`src/rtl/fq_measure_pkg.sv`:
```
// Shared types and gate-timing helpers for the multi-channel frequency counter.
package fq_measure_pkg;

    typedef enum logic [1:0] {
        GATE_1S    = 2'd0,
        GATE_100MS = 2'd1,
        GATE_10MS  = 2'd2,
        GATE_1MS   = 2'd3
    } gate_sel_t;

    // Largest scale is 1000, so the result product needs 10 extra bits.
    localparam int unsigned SCALE_W = 10;

    function automatic int unsigned gate_cycles(input int unsigned ref_freq, input gate_sel_t sel);
        case (sel)
            GATE_1S:    return ref_freq;
            GATE_100MS: return ref_freq / 10;
            GATE_10MS:  return ref_freq / 100;
            default:    return ref_freq / 1000;
        endcase
    endfunction

    function automatic logic [SCALE_W-1:0] gate_scale(input gate_sel_t sel);
        case (sel)
            GATE_1S:    return 10'd1;
            GATE_100MS: return 10'd10;
            GATE_10MS:  return 10'd100;
            default:    return 10'd1000;
        endcase
    endfunction

endpackage

```
`src/rtl/fq_measure_multi_channel.sv`:
```
// One measurement channel: input synchroniser, rising-edge detect, saturating edge
// counter and the scaled/saturated result register updated at each window end.
module fq_channel
    import fq_measure_pkg::*;
#(
    parameter int unsigned W           = 32,
    parameter int unsigned SYNC_STAGES = 2
) (
    input  logic               i_clk,
    input  logic               i_rst_n,
    input  logic               i_sig,
    input  logic               i_terminal,
    input  logic [SCALE_W-1:0] i_scale,
    output logic [W-1:0]       o_result,
    output logic               o_overflow
);

    localparam int unsigned PW      = W + SCALE_W;
    localparam logic [W-1:0] CNT_MAX = '1;

    logic [SYNC_STAGES-1:0] r_sync;
    logic                   r_prev;
    logic [W-1:0]           r_edge_cnt;
    logic [W-1:0]           r_result;
    logic                   r_overflow;

    logic                   w_edge;
    logic [W-1:0]           w_total;
    logic [PW-1:0]          w_product;
    logic                   w_ovf;

    // w_total includes an edge seen in the terminal cycle, so it belongs to the ending window.
    always_comb begin
        w_edge    = r_sync[SYNC_STAGES-1] & ~r_prev;
        w_total   = (w_edge && (r_edge_cnt != CNT_MAX)) ? r_edge_cnt + W'(1) : r_edge_cnt;
        w_product = PW'(w_total) * PW'(i_scale);
        w_ovf     = (w_total == CNT_MAX) || (w_product[PW-1:W] != '0);
    end

    always_ff @(posedge i_clk or negedge i_rst_n) begin
        if (!i_rst_n) begin
            r_sync     <= '0;
            r_prev     <= 1'b0;
            r_edge_cnt <= '0;
            r_result   <= '0;
            r_overflow <= 1'b0;
        end else begin
            r_sync <= {r_sync[SYNC_STAGES-2:0], i_sig};
            r_prev <= r_sync[SYNC_STAGES-1];
            if (i_terminal) begin
                r_edge_cnt <= '0;
                r_result   <= w_ovf ? CNT_MAX : w_product[W-1:0];
                r_overflow <= w_ovf;
            end else begin
                r_edge_cnt <= w_total;
            end
        end
    end

    assign o_result   = r_result;
    assign o_overflow = r_overflow;

endmodule

```
`src/rtl/fq_measure_multi.sv`:
```
// Multi-channel frequency counter: shared gate-window timer with runtime-selectable
// length, one fq_channel per input, single valid strobe for all results.
module fq_measure_multi
    import fq_measure_pkg::*;
#(
    parameter int unsigned NCH         = 4,
    parameter int unsigned W           = 32,
    parameter int unsigned REF_FREQ    = 1000000,
    parameter int unsigned SYNC_STAGES = 2
) (
    input  logic                  ref_freq,
    input  logic                  nReset,
    input  logic [NCH-1:0]        input_freq,
    input  logic [1:0]            gate_sel,
    output logic [NCH-1:0][W-1:0] measured_freq,
    output logic                  meas_valid,
    output logic [NCH-1:0]        overflow,
    output logic                  gate_active
);

    localparam int unsigned GCW = $clog2(REF_FREQ);

    logic [GCW-1:0]     r_gate_cnt;
    gate_sel_t          r_gate_sel;
    logic               r_gate_active;
    logic               r_meas_valid;

    gate_sel_t          w_sel;
    logic [GCW-1:0]     w_gate_last;
    logic [SCALE_W-1:0] w_scale;
    logic               w_terminal;

    // The first window after reset release uses the live gate_sel until it is latched.
    always_comb begin
        w_sel       = r_gate_active ? r_gate_sel : gate_sel_t'(gate_sel);
        w_gate_last = GCW'(gate_cycles(REF_FREQ, w_sel) - 1);
        w_scale     = gate_scale(w_sel);
        w_terminal  = (r_gate_cnt == w_gate_last);
    end

    always_ff @(posedge ref_freq or negedge nReset) begin
        if (!nReset) begin
            r_gate_cnt    <= '0;
            r_gate_sel    <= GATE_1S;
            r_gate_active <= 1'b0;
            r_meas_valid  <= 1'b0;
        end else begin
            r_gate_active <= 1'b1;
            r_meas_valid  <= w_terminal;
            if (w_terminal) begin
                r_gate_cnt <= '0;
            end else begin
                r_gate_cnt <= r_gate_cnt + GCW'(1);
            end
            if (w_terminal || !r_gate_active) begin
                r_gate_sel <= gate_sel_t'(gate_sel);
            end
        end
    end

    for (genvar gi = 0; gi < NCH; gi++) begin : g_ch
        fq_channel #(
            .W           (W),
            .SYNC_STAGES (SYNC_STAGES)
        ) u_ch (
            .i_clk      (ref_freq),
            .i_rst_n    (nReset),
            .i_sig      (input_freq[gi]),
            .i_terminal (w_terminal),
            .i_scale    (w_scale),
            .o_result   (measured_freq[gi]),
            .o_overflow (overflow[gi])
        );
    end

    assign meas_valid  = r_meas_valid;
    assign gate_active = r_gate_active;

endmodule

```
`config.mk`:
```
export PLATFORM = sky130hd
export DESIGN_NAME = fq_measure_multi
export DESIGN_NICKNAME = d
export VERILOG_FILES = /design/src/rtl/fq_measure_pkg.sv /design/src/rtl/fq_measure_multi_channel.sv /design/src/rtl/fq_measure_multi.sv
export SDC_FILE = /design/constraint.sdc
export NUM_CORES = 2
export LEC_CHECK = 0
export ABC_AREA = 1
export CORE_ASPECT_RATIO = 1.4
export CORE_UTILIZATION = 60
export CTS_CLUSTER_DIAMETER = 30
export DETAILED_ROUTE_END_ITERATION = 8
export PLACE_DENSITY = 0.87
export SLEW_MARGIN = 20
export SYNTH_ARGS = -nofsm -noshare
export SYNTH_HDL_FRONTEND = slang
export SYNTH_HIERARCHICAL = 1
export SYNTH_SLANG_ARGS = --single-unit
```
`constraint.sdc`:
```
create_clock -name ref_freq -period 10.75 [get_ports ref_freq]
set_input_delay 2.15 -clock ref_freq [delete_from_list [all_inputs] [get_ports ref_freq]]
set_output_delay 2.15 -clock ref_freq [all_outputs]
set_load 0.02 [all_outputs]
```
==> impl_metrics.py <==
metrics = {
    "place": {
        "place_hpwl_um": 134000,
        "gp_congestion": 0.999,
        "io_buffers": 141,
        "place_area_mm2": 0.0629,
    },
    "floorplanning": {
        "ioPinCount": 142,
        "start_util_pct": 60.6,
        "die_y_um": 378,
        "coreArea_mm2": 0.0998,
        "chipWidth_um": 270,
        "die_area_mm2": 0.102,
        "num_rows": 137,
    },
    "layout": {
        "nets": 9746,
        "area_growth_pct": 8.23,
        "diodes": 0,
        "layout-drive-gt1-share_pct": 7.72,
        "fillers": 8305,
        "final_common_cell": "nand2_1",
        "fin_area_mm2": 0.0654,
        "layout_common_cells": "nand2_1 (2,119), inv_1 (1,647), nor2_1 (1,532)",
    },
    "synthesis": {
        "syn_area_mm2": 0.0605,
        "synth_mux_area_share_pct": 0,
        "synth_area_per_cell_um2": 7.18,
        "netlist_instances": 8416,
        "yosys_warnings": 6,
        "synthTopCellsByArea": "fa_1 (32%), nand2_1 (13%), dfrtp_1 (12%)",
        "synth-simple-area-share_pct": 31.8,
        "synth_largest_area_cell": "fa_1",
        "yosys.area.top_type_share_pct": 31.5,
        "ys_seq_area_share_pct": 12.3,
        "synth.distinct_cells": 56,
        "synth_xor_area_share_pct": 2.61,
        "ys_ff_latch": 296,
        "synth_top_family_by_area": "adder cells",
        "synthAdderAreaFrac_pct": 38.1,
        "synth_compound_area_share_pct": 2.83,
    },
    "worst_setup_path": {
        "crit_required_ns": 11.30,
        "slowest_stage": "inv_1",
        "crit_type": "in2reg",
        "reg2reg_depth": 37,
        "path_max_fanout": 29,
        "endpoint_kind": "flip-flop",
        "cp.arrival_ns": 10.27,
        "crit_path_max_incr_delay_ns": 0.65,
        "cp-start-kind": "primary input",
    },
    "sta": {
        "rsz0062_at_grt": "no",
        "tightest_slew_ns": 1.17,
        "max_freq_mhz": 103,
        "period_share_pct": 90.4,
        "slew_viol_final": 0,
        "fin_tns_setup_ns": 0,
        "max_slew_margin_pct": 21.7,
        "setup_viol": 0,
        "hold_viol": 0,
        "min_period_ns": 9.71,
        "worst_clock_skew_ns": 0.0376,
    },
    "routing": {
        "drtAntennaViolNets": 0,
        "firstDrtPassIters": 6,
        "first_iter_violations": 3879,
        "wl_per_cell_um": 17.0,
        "num_vias": 54126,
        "totalWireLength_um": 168000,
        "drc_errors": 0,
        "routed_via_density": 5.50,
    },
    "worst_hold_path": {
        "hold_class": "reg2reg",
        "hold_depth": 0,
    },
    "clocking": {
        "path_clk_slew_ns": 0.04,
        "cts_resized": 0,
        "post_cts.repair.setup_buffers": 0,
        "clock_latency_ns": 0.68,
        "htreeDepth": 3,
        "cts_buffer_depth": 3,
        "numCtsBuffers": 69,
        "hold_buffers": 0,
        "cts_tree": "built",
        "clock-sinks": 296,
        "cts_root_buffer": "clkbuf_16",
    },
    "grt": {
        "antenna_found_initial": 1,
        "grt_overflow_total": 0,
        "grt_max_degree": 95,
        "grt_pass1_vias": 56929,
        "grt.total_usage_pct": 33.7,
        "grt_first_pass_wirelength_um": 277000,
    },
    "status": {
        "outcome": "complete, no violations",
    },
    "run": {
        "cap_viol_max_count": 0,
    },
}
-- final timing paths --
check	start	to	slack [ns]
setup / recovery	gate_sel[0]	g_ch[2].u_ch/o_result[13]	1.04
hold / removal	g_ch[3].u_ch/r_sync[0]	g_ch[3].u_ch/r_sync[1]	0.34
setup reg to reg	g_ch[0].u_ch/r_edge_cnt[0]	g_ch[0].u_ch/o_result[3]	2.50
hold reg to reg	g_ch[3].u_ch/r_sync[0]	g_ch[3].u_ch/r_sync[1]	0.34
max in group asynchronous	nReset	g_ch[0].u_ch/r_edge_cnt[20]	7.71
min in group asynchronous	nReset	g_ch[2].u_ch/r_edge_cnt[2]	1.53
-- sequential cells by signal, summed over array words and instances, names as in the netlist --
register              flops
g_ch.u_ch/o_overflow      4
g_ch.u_ch/o_result      128
g_ch.u_ch/r_edge_cnt    128
g_ch.u_ch/r_prev          4
g_ch.u_ch/r_sync          8
gate_active               1
meas_valid                1
r_gate_cnt               20
r_gate_sel                2
-- synthesized netlist by cell type (all sizes together) --
cell type and number:
or2 145, nand4 24, o21a 3, o211ai 2, conb 2, nand3b 33
a21o 6, o311ai 2, and2 11, o21bai 18, nor4 2, inv 1683
clkbuf 156, buf 56, a21oi 162, xnor2 46, nor3 41, dfrtp 296
nor3b 3, fa 952, ha 319, nor2 1580, and3 2, nand2 2247
clkinv 11, xor2 131, nand3 372, o21ai 86, a31oi 23, nand2b 2
-- stage by stage --
| stage | setup WS (ns) | std cells | hold slack (ns) | util (%) |
|---|---|---|---|---|
| 6_report | 1.04 | 9839 | 0.344 | 65.6 |
| 5_1_grt | 0.657 | 9839 | 0.350 | 65.6 |
| 4_1_cts | 1.25 | 9839 | 0.344 | 65.6 |
| 3_5_place_dp | 0.605 | 9716 | 0.335 | 63.1 |
| 3_3_place_gp | 0.688 | 9716 | 0.331 | 63.1 |
| 2_1_floorplan | 1.83 | 8423 | 0.331 | - |
-- layer usage --
metal  track usage [%]  routed length, um
met1              38.5              60100
met2              59.7              84600
met3              5.31              13000
met4              19.4               9840
met5                 0                  0
-- final cells by class --
type | count | area (um2) | area share [%]
Clock buffer | 83 | 1880 | 2.87
Multi-Input combinational cell | 6221 | 45700 | 69.8
Inverter | 1694 | 6390 | 9.77
Tap cell | 1320 | 1650 | 2.52
Clock inverter | 40 | 653 | 0.998
Timing Repair Buffer | 185 | 1780 | 2.73
Sequential cell | 296 | 7410 | 11.3
-- worst max-delay path, delay by kind of cell --
family	cells	cell delay, ns
adders and majority gates	7	3.37
buffers and inverters	9	2.02
and+or+nand+nor	16	2.67
-- logic make-up after synthesis --
logic type               after synthesis
AO/OA/AOI/OAI                        302
XOR/XNOR                             177
adder cells (fa/ha/maj)             1271
buffers and inverters               1906
flip-flops                           296
other                                  2
AND/OR/NAND/NOR                     4462
Power is not shown: default switching activity piles up to over one toggle a cycle in this logic, so the estimate is an artifact.
